[src/rtl/fft_butterfly_stage.sv]
// Radix-2 DIT butterfly stage: x = a + w*b, y = a - w*b on signed Q2.14 operands.
// Three-stage valid/ready pipeline with frame-last tagging and optional halving or saturation.
module fft_butterfly_stage #(
    parameter int unsigned SCALE = 1,
    parameter int unsigned LOG2N = 3
) (
    input  logic               clk,
    input  logic               rst_n,
    input  logic               in_valid,
    output logic               in_ready,
    input  logic signed [15:0] a_re,
    input  logic signed [15:0] a_im,
    input  logic signed [15:0] b_re,
    input  logic signed [15:0] b_im,
    input  logic signed [15:0] w_re,
    input  logic signed [15:0] w_im,
    output logic               out_valid,
    input  logic               out_ready,
    output logic signed [15:0] x_re,
    output logic signed [15:0] x_im,
    output logic signed [15:0] y_re,
    output logic signed [15:0] y_im,
    output logic               out_last,
    output logic               ovf,
    input  logic               ovf_clr
);

    localparam logic [LOG2N-1:0] IdxMax = '1;

    logic             stall;
    logic [LOG2N-1:0] idx;

    logic               v1, last1;
    logic signed [15:0] a1_re, a1_im, b1_re, b1_im, w1_re, w1_im;

    logic               v2, last2;
    logic signed [15:0] a2_re, a2_im, p_re, p_im;

    logic signed [31:0] m_rr, m_ii, m_ri, m_ir, p_re_full, p_im_full;
    logic signed [16:0] sx_re, sx_im, sy_re, sy_im;
    logic        [15:0] x_re_d, x_im_d, y_re_d, y_im_d;
    logic               sat_hit;

    assign stall    = out_valid && !out_ready;
    assign in_ready = !stall;

    // Full 32-bit products wrap; >>>14 followed by keeping 16 bits selects [29:14].
    assign m_rr      = w1_re * b1_re;
    assign m_ii      = w1_im * b1_im;
    assign m_ri      = w1_re * b1_im;
    assign m_ir      = w1_im * b1_re;
    assign p_re_full = m_rr - m_ii;
    assign p_im_full = m_ri + m_ir;

    assign sx_re = {a2_re[15], a2_re} + {p_re[15], p_re};
    assign sx_im = {a2_im[15], a2_im} + {p_im[15], p_im};
    assign sy_re = {a2_re[15], a2_re} - {p_re[15], p_re};
    assign sy_im = {a2_im[15], a2_im} - {p_im[15], p_im};

    function automatic logic ovr17(input logic [16:0] v);
        return v[16] != v[15];
    endfunction

    function automatic logic [15:0] sat17(input logic [16:0] v);
        if (v[16] != v[15]) begin
            return v[16] ? 16'h8000 : 16'h7fff;
        end
        return v[15:0];
    endfunction

    always_comb begin
        x_re_d  = sx_re[16:1];
        x_im_d  = sx_im[16:1];
        y_re_d  = sy_re[16:1];
        y_im_d  = sy_im[16:1];
        sat_hit = 1'b0;
        if (SCALE == 0) begin
            x_re_d  = sat17(sx_re);
            x_im_d  = sat17(sx_im);
            y_re_d  = sat17(sy_re);
            y_im_d  = sat17(sy_im);
            sat_hit = ovr17(sx_re) || ovr17(sx_im) || ovr17(sy_re) || ovr17(sy_im);
        end
    end

    always_ff @(posedge clk or negedge rst_n) begin
        if (!rst_n) begin
            idx       <= '0;
            v1        <= 1'b0;
            last1     <= 1'b0;
            a1_re     <= '0;
            a1_im     <= '0;
            b1_re     <= '0;
            b1_im     <= '0;
            w1_re     <= '0;
            w1_im     <= '0;
            v2        <= 1'b0;
            last2     <= 1'b0;
            a2_re     <= '0;
            a2_im     <= '0;
            p_re      <= '0;
            p_im      <= '0;
            out_valid <= 1'b0;
            out_last  <= 1'b0;
            x_re      <= '0;
            x_im      <= '0;
            y_re      <= '0;
            y_im      <= '0;
        end else if (!stall) begin
            v1 <= in_valid;
            if (in_valid) begin
                a1_re <= a_re;
                a1_im <= a_im;
                b1_re <= b_re;
                b1_im <= b_im;
                w1_re <= w_re;
                w1_im <= w_im;
                last1 <= (idx == IdxMax);
                idx   <= idx + 1'b1;
            end
            v2 <= v1;
            if (v1) begin
                a2_re <= a1_re;
                a2_im <= a1_im;
                p_re  <= p_re_full[29:14];
                p_im  <= p_im_full[29:14];
                last2 <= last1;
            end
            out_valid <= v2;
            out_last  <= v2 && last2;
            if (v2) begin
                x_re <= x_re_d;
                x_im <= x_im_d;
                y_re <= y_re_d;
                y_im <= y_im_d;
            end
        end
    end

    // Set has priority over a coincident clear.
    always_ff @(posedge clk or negedge rst_n) begin
        if (!rst_n) begin
            ovf <= 1'b0;
        end else if (!stall && v2 && sat_hit) begin
            ovf <= 1'b1;
        end else if (ovf_clr) begin
            ovf <= 1'b0;
        end
    end

endmodule

[config.mk]
export PLATFORM = sky130hd
export DESIGN_NAME = fft_butterfly_stage
export DESIGN_NICKNAME = d
export VERILOG_FILES = /design/src/rtl/fft_butterfly_stage.sv
export SDC_FILE = /design/constraint.sdc
export NUM_CORES = 2
export LEC_CHECK = 0
export ABC_AREA = 1
export BUFFER_PORTS_ARGS = -buffer_cell sky130_fd_sc_hd__buf_2
export CAP_MARGIN = 0
export CORE_AREA = 5 5 389 391
export CTS_CLUSTER_SIZE = 16
export DETAILED_ROUTE_END_ITERATION = 8
export DIE_AREA = 0 0 394 396
export PLACE_DENSITY = 0.5
export SETUP_SLACK_MARGIN = 0.5
export SYNTH_ARGS = -nofsm -noshare
export SYNTH_HDL_FRONTEND = slang
export SYNTH_SLANG_ARGS = --single-unit
export TNS_END_PERCENT = 5
[constraint.sdc]
create_clock -name clk -period 16.2 [get_ports clk]
set_input_delay 4.05 -clock clk [delete_from_list [all_inputs] [get_ports clk]]
set_output_delay 4.05 -clock clk [all_outputs]
set_load 0.05 [all_outputs]
==> out/qor.tcl <==
set qor(dr.pass1.iters) 6
set qor(max_slew_margin) 0.291
set qor(final_layout_size_suffix_gt1_frac) 0.0616
set qor(routed_wirelength_um) 151000
set qor(grt_antenna_before_repair) 5
set qor(ctsHtreeMaxLevel) 2
set qor(post_cts.resized_instances) 0
set qor(outcome) {finished, final reports clean}
set qor(unrepaired_setup_endpoints_after_global_routing) {no}
set qor(die-area_mm2) 0.156
set qor(synth-async-reset-ratio) 1.00
set qor(yosys_warnings) 0
set qor(clk_path_buf_depth) 3
set qor(synth_compound_area_frac) 0.0449
set qor(final_routed_wire_length_divided_by_cell_count_um) 18.3
set qor(cts_post_setup_buffers_inserted) 0
set qor(crit_type) {in -> out}
set qor(drtIter0Drc) 2452
set qor(starting_density_of_the_core) 0.348
set qor(worstSetupStartpoint) {out_ready}
set qor(core.rowCount) 141
set qor(filler_cell_count) 15416
set qor(ant_nets) 0
set qor(syn-instance-count) 6305
set qor(clock-sinks) 233
set qor(critical_path_most_common_cell) {sky130_fd_sc_hd__buf_2}
set qor(worstPathRequired_ns) 12.15
set qor(fmaxAchievable_ghz) 0.111
set qor(track_usage) 0.201
set qor(syn_area_per_cell_um2) 8.13
set qor(worstHoldPathType) {reg -> reg}
set qor(start_kind) {input port}
set qor(report.final.slew_viol_count) 0
set qor(synth_xor_xnor_area_share) 0.0133
set qor(synth.net_count) 7843
set qor(cp_num_buf_inv) 3
set qor(tritoncts) {done}
set qor(r2r-start) {w1_re[15]$_DFFE_PN0P_}
set qor(prevailing_post_synth_register_cell) {sky130_fd_sc_hd__dfrtp_1}
set qor(route.vias.total) 38356
set qor(clk_latency_ns) 0.60
set qor(synth_cell_type_count) 49
set qor(core_mm2) 0.147
set qor(vias_per_cell) 4.65
set qor(path_max_fanout) 5
set qor(drc) 0
set qor(synth_mux_area_frac) 0.0105
set qor(fin_setup_tns_ns) 0
set qor(timing.clock.skew_ns) 0.0395
set qor(arrival_ns) 4.99
set qor(via_count_of_the_first_global_routing_pass) 41744
set qor(finalSetupViolCount) 0
set qor(grt-ovfl-total) 0
set qor(transition_at_the_pin_with_the_smallest_max_transition_slack_ns) 1.06
set qor(synth_sequential_area_ratio) 0.114
set qor(num_io_pins) 169
set qor(endpoint_kind) {primary output}
set qor(layout_min_cycle_time_ns) 9.04
set qor(final_nets) 7826
set qor(syn_to_final_growth_pct) 7.47
set qor(synth_enable_flop_cells) 0
set qor(cts.hold.buffers_added) 0
set qor(wire_length_of_the_first_global_routing_pass_um) 243000
set qor(synth_seq_cells) 233
set qor(routabilityCongestion) 0.887
set qor(dp_hpwl_um) 119000
set qor(numPortBuffers) 166
set qor(cp_slowest_stage_delay_ns) 0.37
set qor(post_synth_fa_ha_maj_area_fraction) 0.510
set qor(cts_root_buf) {sky130_fd_sc_hd__clkbuf_16}
set qor(max_cap_violations) 0
set qor(post-route-period-util) 0.558
set qor(floorplan.die.height_um) 396
set qor(clk_pin_slew_ns) 0.06
set qor(worst_path_max_delay_cell) {sky130_fd_sc_hd__nor2_1}
set qor(cts_buffers) 34
set qor(die_w_um) 394
set qor(netlist_area_mm2) 0.0513
set qor(pin_count_of_the_biggest_net_entering_global_routing) 85
set qor(hold_violations) 0
set qor(min_from) {y_im[13]$_DFFE_PN0P_}
set qor(yosys.area_share.simple) 0.140
set qor(cpLargestDelayFamily) {buffers and inverters}
set qor(synth_top_family_by_area) {adder cells}
set qor(critical_path_cell_by_cell) {buf_2, nor2_1, inv_1, buf_2}
cell usage in the layout, fill, tap and decap left out, types with 15 or more instances in the layout:
master and n:
sky130_fd_sc_hd__ha_1 349, sky130_fd_sc_hd__o21ai_0 141, sky130_fd_sc_hd__fa_1 1088, sky130_fd_sc_hd__or2_2 15, sky130_fd_sc_hd__nand2_1 1423, sky130_fd_sc_hd__a31oi_1 27
sky130_fd_sc_hd__mux2_2 48, sky130_fd_sc_hd__xor2_1 50, sky130_fd_sc_hd__clkbuf_16 34, sky130_fd_sc_hd__buf_4 68, sky130_fd_sc_hd__a21oi_1 165, sky130_fd_sc_hd__nor2_1 207
sky130_fd_sc_hd__nand4_1 17, sky130_fd_sc_hd__inv_1 1978, sky130_fd_sc_hd__dfrtp_1 223, sky130_fd_sc_hd__nand3_1 114, sky130_fd_sc_hd__buf_2 165, sky130_fd_sc_hd__xnor2_1 28
sky130_fd_sc_hd__o21ai_1 18, sky130_fd_sc_hd__nor3_1 22
area by class of cell:
type,count,area (µm²),area share
diodes,2,5.00,0.0000909
well taps,1930,2410,0.0438
repair buffers,234,1350,0.0245
inverters,1984,7450,0.135
flip-flops and latches,233,5840,0.106
clock inverters,19,239,0.00434
clock buffers,42,911,0.0165
multi-input cells,3801,36900,0.669
flip-flops by register name (all words and copies together), names as in the netlist, 3 cells and up:
name,count
y_re,16
p_re,16
y_im,16
p_im,16
w1_im,16
a1_im,16
a1_re,16
w1_re,16
idx,3
b1_im,16
a2_re,16
x_re,16
x_im,16
a2_im,16
b1_re,16
cell usage after synthesis, types with 15 or more instances:
master / instances / area, µm²
sky130_fd_sc_hd__xor2_1: 50 / 438
sky130_fd_sc_hd__nand3_1: 114 / 571
sky130_fd_sc_hd__a21oi_1: 165 / 826
sky130_fd_sc_hd__nand4_1: 17 / 106
sky130_fd_sc_hd__a31oi_1: 27 / 169
sky130_fd_sc_hd__buf_1: 25 / 93.8
sky130_fd_sc_hd__dfrtp_1: 233 / 5830
sky130_fd_sc_hd__xnor2_1: 28 / 245
sky130_fd_sc_hd__or2_2: 15 / 93.8
sky130_fd_sc_hd__inv_1: 1979 / 7430
sky130_fd_sc_hd__buf_2: 25 / 125
sky130_fd_sc_hd__nor3_1: 22 / 110
sky130_fd_sc_hd__fa_1: 1088 / 21800
sky130_fd_sc_hd__o21ai_1: 18 / 90.1
sky130_fd_sc_hd__clkbuf_1: 232 / 871
sky130_fd_sc_hd__mux2_2: 48 / 541
sky130_fd_sc_hd__o21ai_0: 141 / 706
sky130_fd_sc_hd__ha_1: 349 / 4370
sky130_fd_sc_hd__nor2_1: 209 / 785
sky130_fd_sc_hd__nand2_1: 1424 / 5350
metrics by stage:
step	hold slack, ns	cells	instance area, µm²	setup slack (ns)	util
global route	0.503	8243	55100	7.04	0.374
CTS	0.480	8243	55100	7.15	0.374
global placement	0.462	8182	53900	7.16	0.367
floorplan	0.432	6305	51300	7.65	-
detailed placement	0.465	8182	53900	7.16	0.367
finish	0.476	8245	55100	7.16	0.374
layer usage:
metal / track usage / wire, µm / vias to the layer above
met1: 0.271 / 66200 / 19431
met5: 0 / 13 / -
met3: 0.0212 / 7710 / 188
li1: - / - / 17745
met2: 0.343 / 71900 / 990
met4: 0.0573 / 5100 / 2
tightest hold or removal path: cells and delay by family (launching register included):
family | cells | cell delay (ns)
simple gates | 1 | 0.05
compound gates | 1 | 0.05
flops | 1 | 0.34
kinds of logic after synthesis:
| group | Yosys count |
|---|---|
| DFF | 233 |
| muxes | 48 |
| buffers and inverters | 2271 |
| AOI/OAI and AO/OA | 412 |
| xor gates and xnor gates | 78 |
| other | 1 |
| adders and majority gates | 1437 |
| and+or+nand+nor | 1825 |
path summary, 6_finish.rpt:
path | endpoint | slack [ns] | depth (start not counted)
max in group asynchronous | a1_im[2]$_DFFE_PN0P_ | 11.45 | 2
worst min-delay path | y_im[13]$_DFFE_PN0P_ | 0.48 | 2
worst min register to register | y_im[13]$_DFFE_PN0P_ | 0.48 | 2
worst max-delay path | in_ready | 7.16 | 4
worst max register to register | p_re[15]$_DFFE_PN0P_ | 7.37 | 27
min in group asynchronous | w1_im[2]$_DFFE_PN0P_ | 3.36 | 1
Power is left out: the tool's default activity adds up to more than one toggle a clock period on the data nets, which glitch-free logic cannot reach.
